[config.mk]
export PLATFORM = sky130hd
export DESIGN_NAME = csa_pipe_adder
export DESIGN_NICKNAME = d
export VERILOG_FILES = /design/src/rtl/csa_pipe_adder.sv
export SDC_FILE = /design/constraint.sdc
export NUM_CORES = 1
export LEC_CHECK = 0
export ABC_AREA = 1
export CORE_MARGIN = 2
export CORE_UTILIZATION = 39
export DETAILED_ROUTE_END_ITERATION = 10
export DONT_BUFFER_PORTS = 1
export SKIP_CTS_REPAIR_TIMING = 1
export SLEW_MARGIN = 25
export SYNTH_ARGS = -nofsm -noshare
export SYNTH_HDL_FRONTEND = slang
export SYNTH_SLANG_ARGS = --single-unit
[constraint.sdc]
create_clock -name clk -period 3.15 [get_ports clk]
set_input_delay 0.63 -clock clk [delete_from_list [all_inputs] [get_ports clk]]
set_output_delay 0.63 -clock clk [all_outputs]
set_load 0.05 [all_outputs]
[src/rtl/csa_pipe_adder.sv]
// Pipelined conditional-sum adder/subtractor with valid/ready flow control.
// The merge tree is either fully registered per level or a single combinational block.
module csa_pipe_adder #(
  parameter int unsigned WIDTH = 16,
  parameter int unsigned PIPE  = 1
) (
  input  logic             clk,
  input  logic             rst_n,
  input  logic             in_valid,
  output logic             in_ready,
  input  logic [WIDTH-1:0] a,
  input  logic [WIDTH-1:0] b,
  input  logic             cin,
  input  logic             sub,
  output logic             out_valid,
  input  logic             out_ready,
  output logic [WIDTH-1:0] sum,
  output logic             cout,
  output logic             ovf
);

  localparam int unsigned LVL = $clog2(WIDTH);

  logic en;
  assign en       = !out_valid || out_ready;
  assign in_ready = en;

  // Operand conditioning: subtraction is a + ~b + 1
  logic [WIDTH-1:0] b_eff;
  logic             c_eff;
  always_comb begin
    b_eff = sub ? ~b : b;
    c_eff = sub ? 1'b1 : cin;
  end

  logic [WIDTH-1:0] st_s0, st_s1, st_c0, st_c1;
  logic             st_cin, st_am, st_bm, st_v;

  always_ff @(posedge clk or negedge rst_n) begin
    if (!rst_n) begin
      st_v   <= 1'b0;
      st_s0  <= '0;
      st_s1  <= '0;
      st_c0  <= '0;
      st_c1  <= '0;
      st_cin <= 1'b0;
      st_am  <= 1'b0;
      st_bm  <= 1'b0;
    end else if (en) begin
      st_v   <= in_valid;
      st_s0  <= a ^ b_eff;
      st_c0  <= a & b_eff;
      st_s1  <= ~(a ^ b_eff);
      st_c1  <= a | b_eff;
      st_cin <= c_eff;
      st_am  <= a[WIDTH-1];
      st_bm  <= b_eff[WIDTH-1];
    end
  end

  for (genvar k = 1; k <= LVL; k++) begin : g_lvl
    localparam int unsigned NB = WIDTH >> k;
    localparam int unsigned H  = 1 << (k - 1);

    logic [WIDTH-1:0] is0, is1, ms0, ms1, os0, os1;
    logic [2*NB-1:0]  ic0, ic1;
    logic [NB-1:0]    mc0, mc1, oc0, oc1;
    logic             icin, iam, ibm, iv;
    logic             ocin, oam, obm, ov;

    if (k == 1) begin : g_src
      assign is0  = st_s0;
      assign is1  = st_s1;
      assign ic0  = st_c0;
      assign ic1  = st_c1;
      assign icin = st_cin;
      assign iam  = st_am;
      assign ibm  = st_bm;
      assign iv   = st_v;
    end else begin : g_src
      assign is0  = g_lvl[k-1].os0;
      assign is1  = g_lvl[k-1].os1;
      assign ic0  = g_lvl[k-1].oc0;
      assign ic1  = g_lvl[k-1].oc1;
      assign icin = g_lvl[k-1].ocin;
      assign iam  = g_lvl[k-1].oam;
      assign ibm  = g_lvl[k-1].obm;
      assign iv   = g_lvl[k-1].ov;
    end

    // Upper half of each block picks its pair using the lower half's carry
    for (genvar j = 0; j < NB; j++) begin : g_blk
      localparam int unsigned LO = j * 2 * H;
      localparam int unsigned HI = LO + H;
      assign ms0[LO +: H] = is0[LO +: H];
      assign ms1[LO +: H] = is1[LO +: H];
      assign ms0[HI +: H] = ic0[2*j] ? is1[HI +: H] : is0[HI +: H];
      assign ms1[HI +: H] = ic1[2*j] ? is1[HI +: H] : is0[HI +: H];
      assign mc0[j]       = ic0[2*j] ? ic1[2*j+1] : ic0[2*j+1];
      assign mc1[j]       = ic1[2*j] ? ic1[2*j+1] : ic0[2*j+1];
    end

    // The last level feeds the output register directly
    if (PIPE != 0 && k < LVL) begin : g_reg
      always_ff @(posedge clk or negedge rst_n) begin
        if (!rst_n) begin
          ov   <= 1'b0;
          os0  <= '0;
          os1  <= '0;
          oc0  <= '0;
          oc1  <= '0;
          ocin <= 1'b0;
          oam  <= 1'b0;
          obm  <= 1'b0;
        end else if (en) begin
          ov   <= iv;
          os0  <= ms0;
          os1  <= ms1;
          oc0  <= mc0;
          oc1  <= mc1;
          ocin <= icin;
          oam  <= iam;
          obm  <= ibm;
        end
      end
    end else begin : g_comb
      assign ov   = iv;
      assign os0  = ms0;
      assign os1  = ms1;
      assign oc0  = mc0;
      assign oc1  = mc1;
      assign ocin = icin;
      assign oam  = iam;
      assign obm  = ibm;
    end
  end

  logic [WIDTH-1:0] sum_d;
  logic             cout_d, ovf_d;

  // Final select by the real carry-in
  always_comb begin
    sum_d  = g_lvl[LVL].ocin ? g_lvl[LVL].os1 : g_lvl[LVL].os0;
    cout_d = g_lvl[LVL].ocin ? g_lvl[LVL].oc1[0] : g_lvl[LVL].oc0[0];
    ovf_d  = (g_lvl[LVL].oam == g_lvl[LVL].obm) && (sum_d[WIDTH-1] != g_lvl[LVL].oam);
  end

  always_ff @(posedge clk or negedge rst_n) begin
    if (!rst_n) begin
      out_valid <= 1'b0;
      sum       <= '0;
      cout      <= 1'b0;
      ovf       <= 1'b0;
    end else if (en) begin
      out_valid <= g_lvl[LVL].ov;
      sum       <= sum_d;
      cout      <= cout_d;
      ovf       <= ovf_d;
    end
  end

endmodule

==> impl_metrics.yaml <==
outcome:
  status: "complete, but fails checks"
  violations: "negative hold slack"
global_routing:
  antenna_found_initial: 0
  grt_overflow: 0
  grt_pass1_vias: 6462
  grt_max_degree: 224
  grt_pass1_wl_microns: 32600
  track_usage: 0.145
clock_tree:
  clock-sinks: 223
  path_clk_slew_ns: 0.06
  clkLatencyLatePin_ns: 0.50
  cts_buffers: 23
  h-tree-depth: 1
  cts_tree: "built"
  clockBufferDepth: 3
  cts_root_buf: "clkbuf_16"
timing:
  setup_slack_ns: 0.468
  fin_crit_ns: 2.68
  fin_tns_setup_ns: 0
  rsz0062_at_grt: "false"
  fin_crit_sh: 0.852
  slew_viol_final: 0
  finClkSkew_ns: 0.0160
  fmax_mhz: 373
  worst_hold_slack_ns: -0.156
  max_slew.worst_pin.slew_ns: 0.989
  max-slew-margin-rel: 0.340
  hold_viol: 223
  setup_viol: 0
critical_path:
  arrival_ns: 2.05
  crit_type: "flip-flop to primary output"
  r2r_end: "sum[7]"
  r2r_cells: 6
  worst-path-buf-inv: 2
  crit_family: "buffers and inverters"
  reg2reg_from: "out_valid"
  crit_chain: "inv_1 -> nor2_4 -> inv_8"
  worstPathRequired_ns: 2.52
  crit_slowest_cell: "dfrtp_1"
  cp_slowest_stage_delay_ns: 0.56
  crit_path_end_kind: "primary output"
  startpoint_type: "flip-flop"
  cp_max_fo: 163
  r2r_setup_slack_ns: 0.85
drt:
  via_per_inst: 4.71
  dr_wl_met3_microns: 896
  dr.pass1.iters: 5
  vias: 6741
  wl_per_cell_microns: 13.1
  met1_length_microns: 10000
  first_iter_violations: 477
  drc: 0
  wl_met2_microns: 7500
  topRoutingLayerUsed: "met4"
  routed_wl_microns: 18700
  detail-route-antenna-nets: 0
synthesis:
  synth.cell_area_sq_um: 9990
  avgSynthCellArea_sq_um: 8.96
  ys_seq_area_frac: 0.558
  yosys_warnings: 0
  yosysTopAreaCell: "dfrtp_1"
  synthCells: 1115
  ys_types: 19
  synth_seq_cells: 223
  synth_area_leaders: "dfrtp_1 (56%), nand2_1 (13%), o21ai_0 (5.3%)"
  yosysTopAreaCellShare: 0.558
  syn-num-nets: 1185
floorplan:
  rows: 58
  die_x_microns: 164
  coreArea_sq_um: 25200
  chipHeight_microns: 164
  ios: 58
  start_util: 0.397
  die_area_sq_um: 26900
pwr:
  p_leak_nw: 5.24
  cellPowerDensity_nw_per_um2: 1050
  peakVddDrop_uv: 566
layout:
  nNetsFinal: 1156
  layout_common_cells: "nand2_1 (347), dfrtp_1 (223), inv_1 (107), o21ai_0 (106), a21oi_1 (61)"
  drive_above_1_share: 0.0417
  nFillCells: 2435
  final_common_cell: "nand2_1"
  area_growth_syn_to_layout_pct: 9.40
  n_antenna_cell: 0
place:
  dp_slack_ns: 0.948
  place_hpwl_microns: 11600
  routabilityCongestion: 0.726
  port_buffers: 0
worst_hold_path:
  hp-class: "primary input to asynchronous set/reset pin"
run:
  drv_cap: 0
synth_stat cells:
cell type and instances:
o21ai_0 106, inv_2 2, buf_2 33, a21oi_1 61
nor2_4 1, o211ai_1 49, ha_1 32, nand3_1 4
xnor2_1 16, buf_6 6, o21a_1 34, dfrtp_1 223
nor2_1 49, o21ai_1 15, o21bai_1 8, inv_1 107
clkbuf_1 12, nand2_1 347, buf_4 10
worst reg2reg max path, stage by stage (launching register included):
cell,delay (ns)
dfrtp_1,0.56
inv_1,0.19
nor2_4,0.07
inv_8,0.52
buf_4,0.67
nor2_1,0.08
a21oi_1,0.13
through the flow:
stage	cells	cell area, sq um	utilization	power [mW]	hold slack, ns
6_report	1432	10900	0.434	11.4	-0.156
5_1_grt	1432	10900	0.434	12.4	-0.186
4_1_cts	1432	10900	0.434	11.6	-0.183
3_5_place_dp	1391	10100	0.402	8.66	0.344
3_3_place_gp	1391	10100	0.402	8.54	0.346
2_1_floorplan	1115	9990	-	7.93	0.334
per-layer routing:
| metal | vias to the layer above | track usage |
|---|---|---|
| met5 | - | 0 |
| met4 | 0 | 0.0343 |
| met3 | 23 | 0.0275 |
| met2 | 92 | 0.203 |
| met1 | 3111 | 0.230 |
| li1 | 3515 | - |
kinds of logic (layout without fill, tap and decap cells):
logic type	count (synthesis)	in the layout	share of synthesized area
simple gates	401	401	0.152
compound gates	273	273	0.159
flops	223	223	0.558
buf+inv	170	157	0.0762
fa+ha+maj	32	32	0.0401
xor+xnor	16	16	0.0140
flip-flops by register name, summed over array words and instances, names as in the netlist:
name,count
g_lvl.ibm,1
cout,1
g_lvl.iv,1
g_lvl.oc1,14
ovf,1
g_lvl.iam,1
g_lvl.ic0,16
g_lvl.ocin,3
g_lvl.is1,16
g_lvl.oam,3
g_lvl.os0,48
out_valid,1
g_lvl.ic1,16
g_lvl.oc0,14
g_lvl.icin,1
g_lvl.os1,48
g_lvl.obm,3
g_lvl.is0,16
sum,16
g_lvl.ov,3
power by group:
group / switching (mW) / internal [mW]
clock: 1.10 / 1.79
combinational: 1.82 / 1.22
sequential: 1.37 / 4.15
total: 4.29 / 7.16
how the worst max path moves through the flow:
stage              start        to  cells after the start
2_1_floorplan  out_valid  in_ready                      5
3_3_place_gp   out_valid    sum[6]                      6
3_5_place_dp   out_valid    sum[7]                      6
4_1_cts        out_valid  in_ready                      3
5_1_grt        out_valid  in_ready                      3
6_report       out_valid  in_ready                      3
final cells by class:
cell class | count | area [sq um] | area share
Clock buffer | 33 | 663 | 0.0606
Clock inverter | 8 | 144 | 0.0132
Inverter | 109 | 417 | 0.0381
Multi-Input combinational cell | 722 | 3650 | 0.334
Sequential cell | 223 | 5580 | 0.510
Tap cell | 330 | 413 | 0.0378
Timing Repair Buffer | 7 | 65.1 | 0.00595
(Power assumes the default switching activity.)
